**src/rtl/fetch_unit_if.sv**
```systemverilog
// Bundles the instruction-memory bus and the decode-side handshake of the fetch stage.
// The master modport is the fetch unit; the slave modport is memory plus decode.
interface fetch_unit_if;
   logic        imem_req;
   logic [31:0] imem_addr;
   logic        imem_ready;
   logic [31:0] imem_rdata;
   logic        instr_valid;
   logic [31:0] instr;
   logic [31:0] pc;
   logic [31:0] pc_plus4;
   logic [6:0]  op;
   logic [2:0]  funct3;
   logic        funct7;
   logic        instr_ready;
   logic        PCSrc;
   logic [31:0] PCTarget;

   modport master (
      output imem_req, imem_addr,
      input  imem_ready, imem_rdata,
      output instr_valid, instr, pc, pc_plus4, op, funct3, funct7,
      input  instr_ready, PCSrc, PCTarget
   );

   modport slave (
      input  imem_req, imem_addr,
      output imem_ready, imem_rdata,
      input  instr_valid, instr, pc, pc_plus4, op, funct3, funct7,
      output instr_ready, PCSrc, PCTarget
   );
endinterface

```
**src/rtl/fetch_unit.sv**
```systemverilog
// Instruction fetch stage: owns the PC, keeps one memory read in flight, and buffers
// the current instruction plus one prefetched successor for decode.
module fetch_unit #(
   parameter logic [31:0] RESET_PC = 32'h0000_0000
) (
   input  logic          clk,
   input  logic          reset_n,
   fetch_unit_if.master  bus
);

   typedef enum logic [1:0] {REQ_IDLE, REQ_BUSY, REQ_SQUASH} req_state_t;

   req_state_t  req_state, req_state_next;
   logic [31:0] req_pc;
   logic [31:0] fetch_pc;

   logic        hold_valid;
   logic [31:0] hold_instr;
   logic [31:0] hold_pc;
   logic [31:0] hold_pc_plus4;

   logic        pf_valid;
   logic [31:0] pf_instr;
   logic [31:0] pf_pc;

   logic        pending, squash, consume, redirect, resp, resp_ok, issue;
   logic [1:0]  slots_next;
   logic [31:0] target, issue_addr;

   assign pending  = (req_state != REQ_IDLE);
   assign squash   = (req_state == REQ_SQUASH);
   assign consume  = hold_valid & bus.instr_ready;
   assign redirect = consume & bus.PCSrc;
   assign resp     = pending & bus.imem_ready;
   assign resp_ok  = resp & ~squash & ~redirect;
   assign target   = {bus.PCTarget[31:2], 2'b00};

   // A new request is only issued if its word will have a slot once this cycle settles,
   // counting the response that lands now; this is what caps backpressure at one prefetch.
   always_comb begin
      slots_next = 2'd0;
      issue_addr = fetch_pc;
      if (!redirect) begin
         slots_next = {1'b0, hold_valid} + {1'b0, pf_valid} + {1'b0, resp_ok} - {1'b0, consume};
      end else begin
         issue_addr = target;
      end
      issue = (!pending || resp) && (slots_next < 2'd2);
   end

   always_ff @(posedge clk or negedge reset_n) begin
      if (!reset_n) begin
         req_state <= REQ_IDLE;
      end else begin
         req_state <= req_state_next;
      end
   end

   always_comb begin
      req_state_next = req_state;
      case (req_state)
         REQ_IDLE: begin
            if (issue) req_state_next = REQ_BUSY;
         end
         REQ_BUSY: begin
            if (resp)          req_state_next = issue ? REQ_BUSY : REQ_IDLE;
            else if (redirect) req_state_next = REQ_SQUASH;
         end
         REQ_SQUASH: begin
            if (resp) req_state_next = issue ? REQ_BUSY : REQ_IDLE;
         end
         default: req_state_next = REQ_IDLE;
      endcase
   end

   always_ff @(posedge clk or negedge reset_n) begin
      if (!reset_n) begin
         req_pc   <= RESET_PC;
         fetch_pc <= RESET_PC;
      end else if (issue) begin
         req_pc   <= issue_addr;
         fetch_pc <= issue_addr + 32'd4;
      end else if (redirect) begin
         fetch_pc <= target;
      end
   end

   // Hold always carries the oldest word; pf only ever receives the word right behind it.
   always_ff @(posedge clk or negedge reset_n) begin
      if (!reset_n) begin
         hold_valid    <= 1'b0;
         hold_instr    <= 32'h0000_0013;
         hold_pc       <= RESET_PC;
         hold_pc_plus4 <= RESET_PC + 32'd4;
         pf_valid      <= 1'b0;
         pf_instr      <= 32'h0000_0000;
         pf_pc         <= RESET_PC;
      end else if (redirect) begin
         hold_valid <= 1'b0;
         pf_valid   <= 1'b0;
      end else if (consume && pf_valid) begin
         hold_instr    <= pf_instr;
         hold_pc       <= pf_pc;
         hold_pc_plus4 <= pf_pc + 32'd4;
         pf_valid      <= resp_ok;
         if (resp_ok) begin
            pf_instr <= bus.imem_rdata;
            pf_pc    <= req_pc;
         end
      end else if (resp_ok && (consume || !hold_valid)) begin
         hold_valid    <= 1'b1;
         hold_instr    <= bus.imem_rdata;
         hold_pc       <= req_pc;
         hold_pc_plus4 <= req_pc + 32'd4;
      end else if (resp_ok) begin
         pf_valid <= 1'b1;
         pf_instr <= bus.imem_rdata;
         pf_pc    <= req_pc;
      end else if (consume) begin
         hold_valid <= 1'b0;
      end
   end

   assign bus.imem_req    = pending;
   assign bus.imem_addr   = req_pc;
   assign bus.instr_valid = hold_valid;
   assign bus.instr       = hold_instr;
   assign bus.pc          = hold_pc;
   assign bus.pc_plus4    = hold_pc_plus4;
   assign bus.op          = hold_instr[6:0];
   assign bus.funct3      = hold_instr[14:12];
   assign bus.funct7      = hold_instr[30];

endmodule
```
**src/flat_wrapper.sv**
```systemverilog
// flat-port wrapper written by rule: the top's interface ports become plain ports
module fetch_unit_flat 
#(
   parameter logic [31:0] RESET_PC = 32'h0000_0000
)
  (clk, reset_n, bus_imem_req, bus_imem_addr, bus_imem_ready, bus_imem_rdata, bus_instr_valid, bus_instr, bus_pc, bus_pc_plus4, bus_op, bus_funct3, bus_funct7, bus_instr_ready, bus_PCSrc, bus_PCTarget);
  fetch_unit_if bus_i ();
  input  logic clk;
  input  logic reset_n;
  output wire logic [$bits(bus_i.imem_req)-1:0] bus_imem_req;
  output wire logic [$bits(bus_i.imem_addr)-1:0] bus_imem_addr;
  input wire logic [$bits(bus_i.imem_ready)-1:0] bus_imem_ready;
  input wire logic [$bits(bus_i.imem_rdata)-1:0] bus_imem_rdata;
  output wire logic [$bits(bus_i.instr_valid)-1:0] bus_instr_valid;
  output wire logic [$bits(bus_i.instr)-1:0] bus_instr;
  output wire logic [$bits(bus_i.pc)-1:0] bus_pc;
  output wire logic [$bits(bus_i.pc_plus4)-1:0] bus_pc_plus4;
  output wire logic [$bits(bus_i.op)-1:0] bus_op;
  output wire logic [$bits(bus_i.funct3)-1:0] bus_funct3;
  output wire logic [$bits(bus_i.funct7)-1:0] bus_funct7;
  input wire logic [$bits(bus_i.instr_ready)-1:0] bus_instr_ready;
  input wire logic [$bits(bus_i.PCSrc)-1:0] bus_PCSrc;
  input wire logic [$bits(bus_i.PCTarget)-1:0] bus_PCTarget;
  assign bus_imem_req = bus_i.imem_req;
  assign bus_imem_addr = bus_i.imem_addr;
  assign bus_i.imem_ready = bus_imem_ready;
  assign bus_i.imem_rdata = bus_imem_rdata;
  assign bus_instr_valid = bus_i.instr_valid;
  assign bus_instr = bus_i.instr;
  assign bus_pc = bus_i.pc;
  assign bus_pc_plus4 = bus_i.pc_plus4;
  assign bus_op = bus_i.op;
  assign bus_funct3 = bus_i.funct3;
  assign bus_funct7 = bus_i.funct7;
  assign bus_i.instr_ready = bus_instr_ready;
  assign bus_i.PCSrc = bus_PCSrc;
  assign bus_i.PCTarget = bus_PCTarget;
  fetch_unit #(.RESET_PC(RESET_PC)) u_core (.clk(clk), .reset_n(reset_n), .bus(bus_i));
endmodule
```
**config.mk**
```make
export PLATFORM = sky130hd
export DESIGN_NAME = fetch_unit_flat
export DESIGN_NICKNAME = d
export VERILOG_FILES = /design/src/rtl/fetch_unit_if.sv /design/src/rtl/fetch_unit.sv /design/src/flat_wrapper.sv
export SDC_FILE = /design/constraint.sdc
export NUM_CORES = 1
export LEC_CHECK = 0
export CAP_MARGIN = 10
export CORE_MARGIN = 2
export CORE_UTILIZATION = 35
export CTS_CLUSTER_DIAMETER = 50
export CTS_CLUSTER_SIZE = 10
export DETAILED_ROUTE_END_ITERATION = 16
export SLEW_MARGIN = 20
export SYNTH_ARGS = -nofsm -noshare
export SYNTH_HDL_FRONTEND = slang
export SYNTH_SLANG_ARGS = --single-unit
```
**constraint.sdc**
```tcl
create_clock -name clk -period 7.54 [get_ports clk]
set_input_delay 2.262 -clock clk [delete_from_list [all_inputs] [get_ports clk]]
set_output_delay 2.262 -clock clk [all_outputs]
set_load 0.03 [all_outputs]
```
==> results.yml <==
outcome:
  status: "complete, no violations"
synth:
  synth_seq_cells: 226
  synth_area_per_cell_um2: 10.7
  ys_top_cells_by_count: "dfrtp_1, nand2_1, o21ai_0"
  yosysTopAreaCell: "dfrtp_1"
  yosysMostFrequentCell: "dfrtp_1"
  ys_top_cells_by_area: "dfrtp_1, mux2i_1, mux2_2, nand2_1, o21ai_0"
  synth_top_area_share_pct: 52.1
  ys.flop_type: "dfrtp_1"
  synthXorXnorAreaFrac_pct: 4.77
  postSynthCellCount: 994
  yosysWarnings: 0
  synth-compound-area-share_pct: 8.87
  synthAdderAreaFrac_pct: 0.587
  synth_area_um2: 10700
  synthArstFlopShare_pct: 100
  syn-num-nets: 1068
  ys_types: 53
  muxShareOfSynthArea_pct: 16.0
  synth_top_family_by_area: "multiplexers"
  synth_edf_count: 0
  ys_seq_area_share_pct: 53.1
  synth_simple_gate_area_share_pct: 12.8
routing:
  routed_wl_um: 27300
  drc_errors: 0
  initialDrtViolationCount: 408
  vias: 7800
  post_drt_wl_per_cell_um: 17.2
  drt_first_pass_iters: 4
  drtAntennaViolNets: 0
  vias_per_cell: 4.92
global_route:
  track_usage_pct: 17.2
  grt_max_degree: 115
  grt_pass1_vias: 7714
  grt_first_pass_wirelength_um: 43300
  grt_overflow: 0
  grt_antenna_before_repair: 0
power_and_ir_drop:
  p_per_area_nw_per_um2: 494
  p_total_w: 0.00699
  ir_drop_mv: 0.273
  leakage_nw: 5.73
placement:
  place.port_buffers: 207
  place_inst: 1530
  hpwl_um: 18700
  gp_congestion: 0.764
clocking:
  clockRootBuffer: "clkbuf_16"
  cts_hold_repair.buffers: 0
  cts_resized: 0
  numCtsBuffers: 34
  clkLatencyLatePin_ns: 0.50
  clkTransAtPathRegs_ns: 0.05
  cts-htree-levels: 2
  tritoncts: "done"
  cts_setup_buffers: 0
  clock_sinks: 226
  clockBufferDepth: 3
floorplan:
  ios: 210
  num_rows: 63
  die-height_um: 179
  die_area_um2: 31900
  core_area_um2: 29800
  initial_utilization_pct: 35.8
  die_w_um: 179
finish:
  n_fill_cell: 2795
  regArea_um2: 5660
  final_cells: 1586
  fin_nets: 1251
  drive_gt1_share_pct: 13.2
  multiInputGateArea_um2: 4640
  area_growth_pct: 32.7
  antennaDiodeCount: 0
critical_path:
  path_max_fanout: 57
  r2r_slack_ns: 3.97
  cp-start-kind: "input pin"
  cp.arrival_ns: 5.77
  reg2reg_depth: 8
  crit_type: "in -> reg"
  cp-startpoint: "bus_instr_ready"
  critical_path.endpoint_type: "flop"
  worstPathRequired_ns: 7.90
  r2r-start: "u_core.bus.instr_valid$_DFFE_PN0P_"
sta:
  timing.final.crit_period_ns: 5.41
  max_slew.worst_pin.slew_ns: 1.05
  holdWs_ns: 0.472
  slew_headroom_pct: 29.8
  maxSlewViolCount: 0
  finalSetupTns_ns: 0
  clock.fmax_mhz: 185
  rsz0062_at_grt: "false"
  setup_viol: 0
  skew_ns: 0.0148
  period_share_pct: 71.7
  hold_viol: 0
worst_hold_path:
  hold_path.class: "reg -> reg"
  whs_path_depth: 2
  min_from: "u_core.bus.pc[15]$_DFFE_PN0P_"
job:
  drv_cap: 0
flip-flops by register name, indices dropped and copies added (netlist names):
register / cells
u_core.pf_valid: 1
u_core.pf_instr: 32
u_core.bus.pc: 30
u_core.bus.instr: 32
u_core.bus.imem_addr: 32
u_core.pf_pc: 32
u_core.req_state: 2
u_core.fetch_pc: 32
u_core.bus.pc_plus4: 32
u_core.bus.instr_valid: 1
power by group:
group | total (W) | switching, W | leakage [nW] | internal (W)
combinational | 0.00317 | 0.00185 | 2.48 | 0.00132
sequential | 0.00227 | 0.000450 | 2.71 | 0.00182
clock | 0.00155 | 0.000542 | 0.540 | 0.00101
total | 0.00699 | 0.00284 | 5.73 | 0.00415
worst paths after layout:
check                                                            to
worst min register to register        u_core.bus.pc[15]$_DFFE_PN0P_
worst min-delay path                  u_core.bus.pc[15]$_DFFE_PN0P_
worst max register to register  u_core.bus.pc_plus4[31]$_DFFE_PN0P_
worst max-delay path            u_core.bus.pc_plus4[31]$_DFFE_PN0P_
min in group asynchronous            u_core.pf_instr[3]$_DFFE_PN0P_
max in group asynchronous              u_core.fetch_pc[6]$_DFF_PN0_
cells by family (layout without fill, tap and decap cells):
logic type      after synthesis  count (layout)
buf+inv                      84             286
xor+xnor                     58              58
flops                       226             226
fa+ha+maj                     5               5
simple gates                293             293
mux                         161             161
compound gates              167             167
worst max-delay path, stage by stage:
cell,delay [ns]
clkdlybuf4s50_1,0.57
and2_1,0.22
ha_4,0.69
mux2i_1,0.31
a211oi_1,0.58
nand3_1,0.40
nor4_1,0.44
xor2_1,0.18
o21ai_0,0.08
cell type report:
class,count,share of cell area (%)
inverter,14,0.371
clock buffer,47,7.23
tap,390,3.45
clock inverter,8,0.707
multi-input combinational,684,32.8
timing repair buffer,217,15.4
sequential,226,40.0
through the flow:
step	setup slack [ns]	cell area, um^2	util [%]
5_1_grt	1.84	14200	47.5
6_report	2.13	14200	47.5
4_1_cts	2.12	14100	47.4
2_1_floorplan	2.62	10700	-
3_5_place_dp	1.60	13000	43.6
3_3_place_gp	1.63	13000	43.6
per-layer routing:
metal | track usage (%) | up-vias | part of all wire [%]
met2 | 25.2 | 216 | 42
met4 | 4.00 | 0 | 1.8
met3 | 3.56 | 38 | 5.6
li1 | - | 3823 | -
met1 | 25.9 | 3723 | 51
met5 | 0 | - | 0
layout by cell type (no fill, tap or decap), types with 28 or more instances in the layout:
cell type / count
dfrtp_1: 222
clkdlybuf4s50_1: 206
nand2_1: 137
o21ai_0: 93
mux2i_1: 87
mux2_2: 73
nor2_1: 57
a21oi_1: 43
clkbuf_16: 37
xnor2_1: 32
nand3_1: 28
Power figures use the tool's default switching activity.
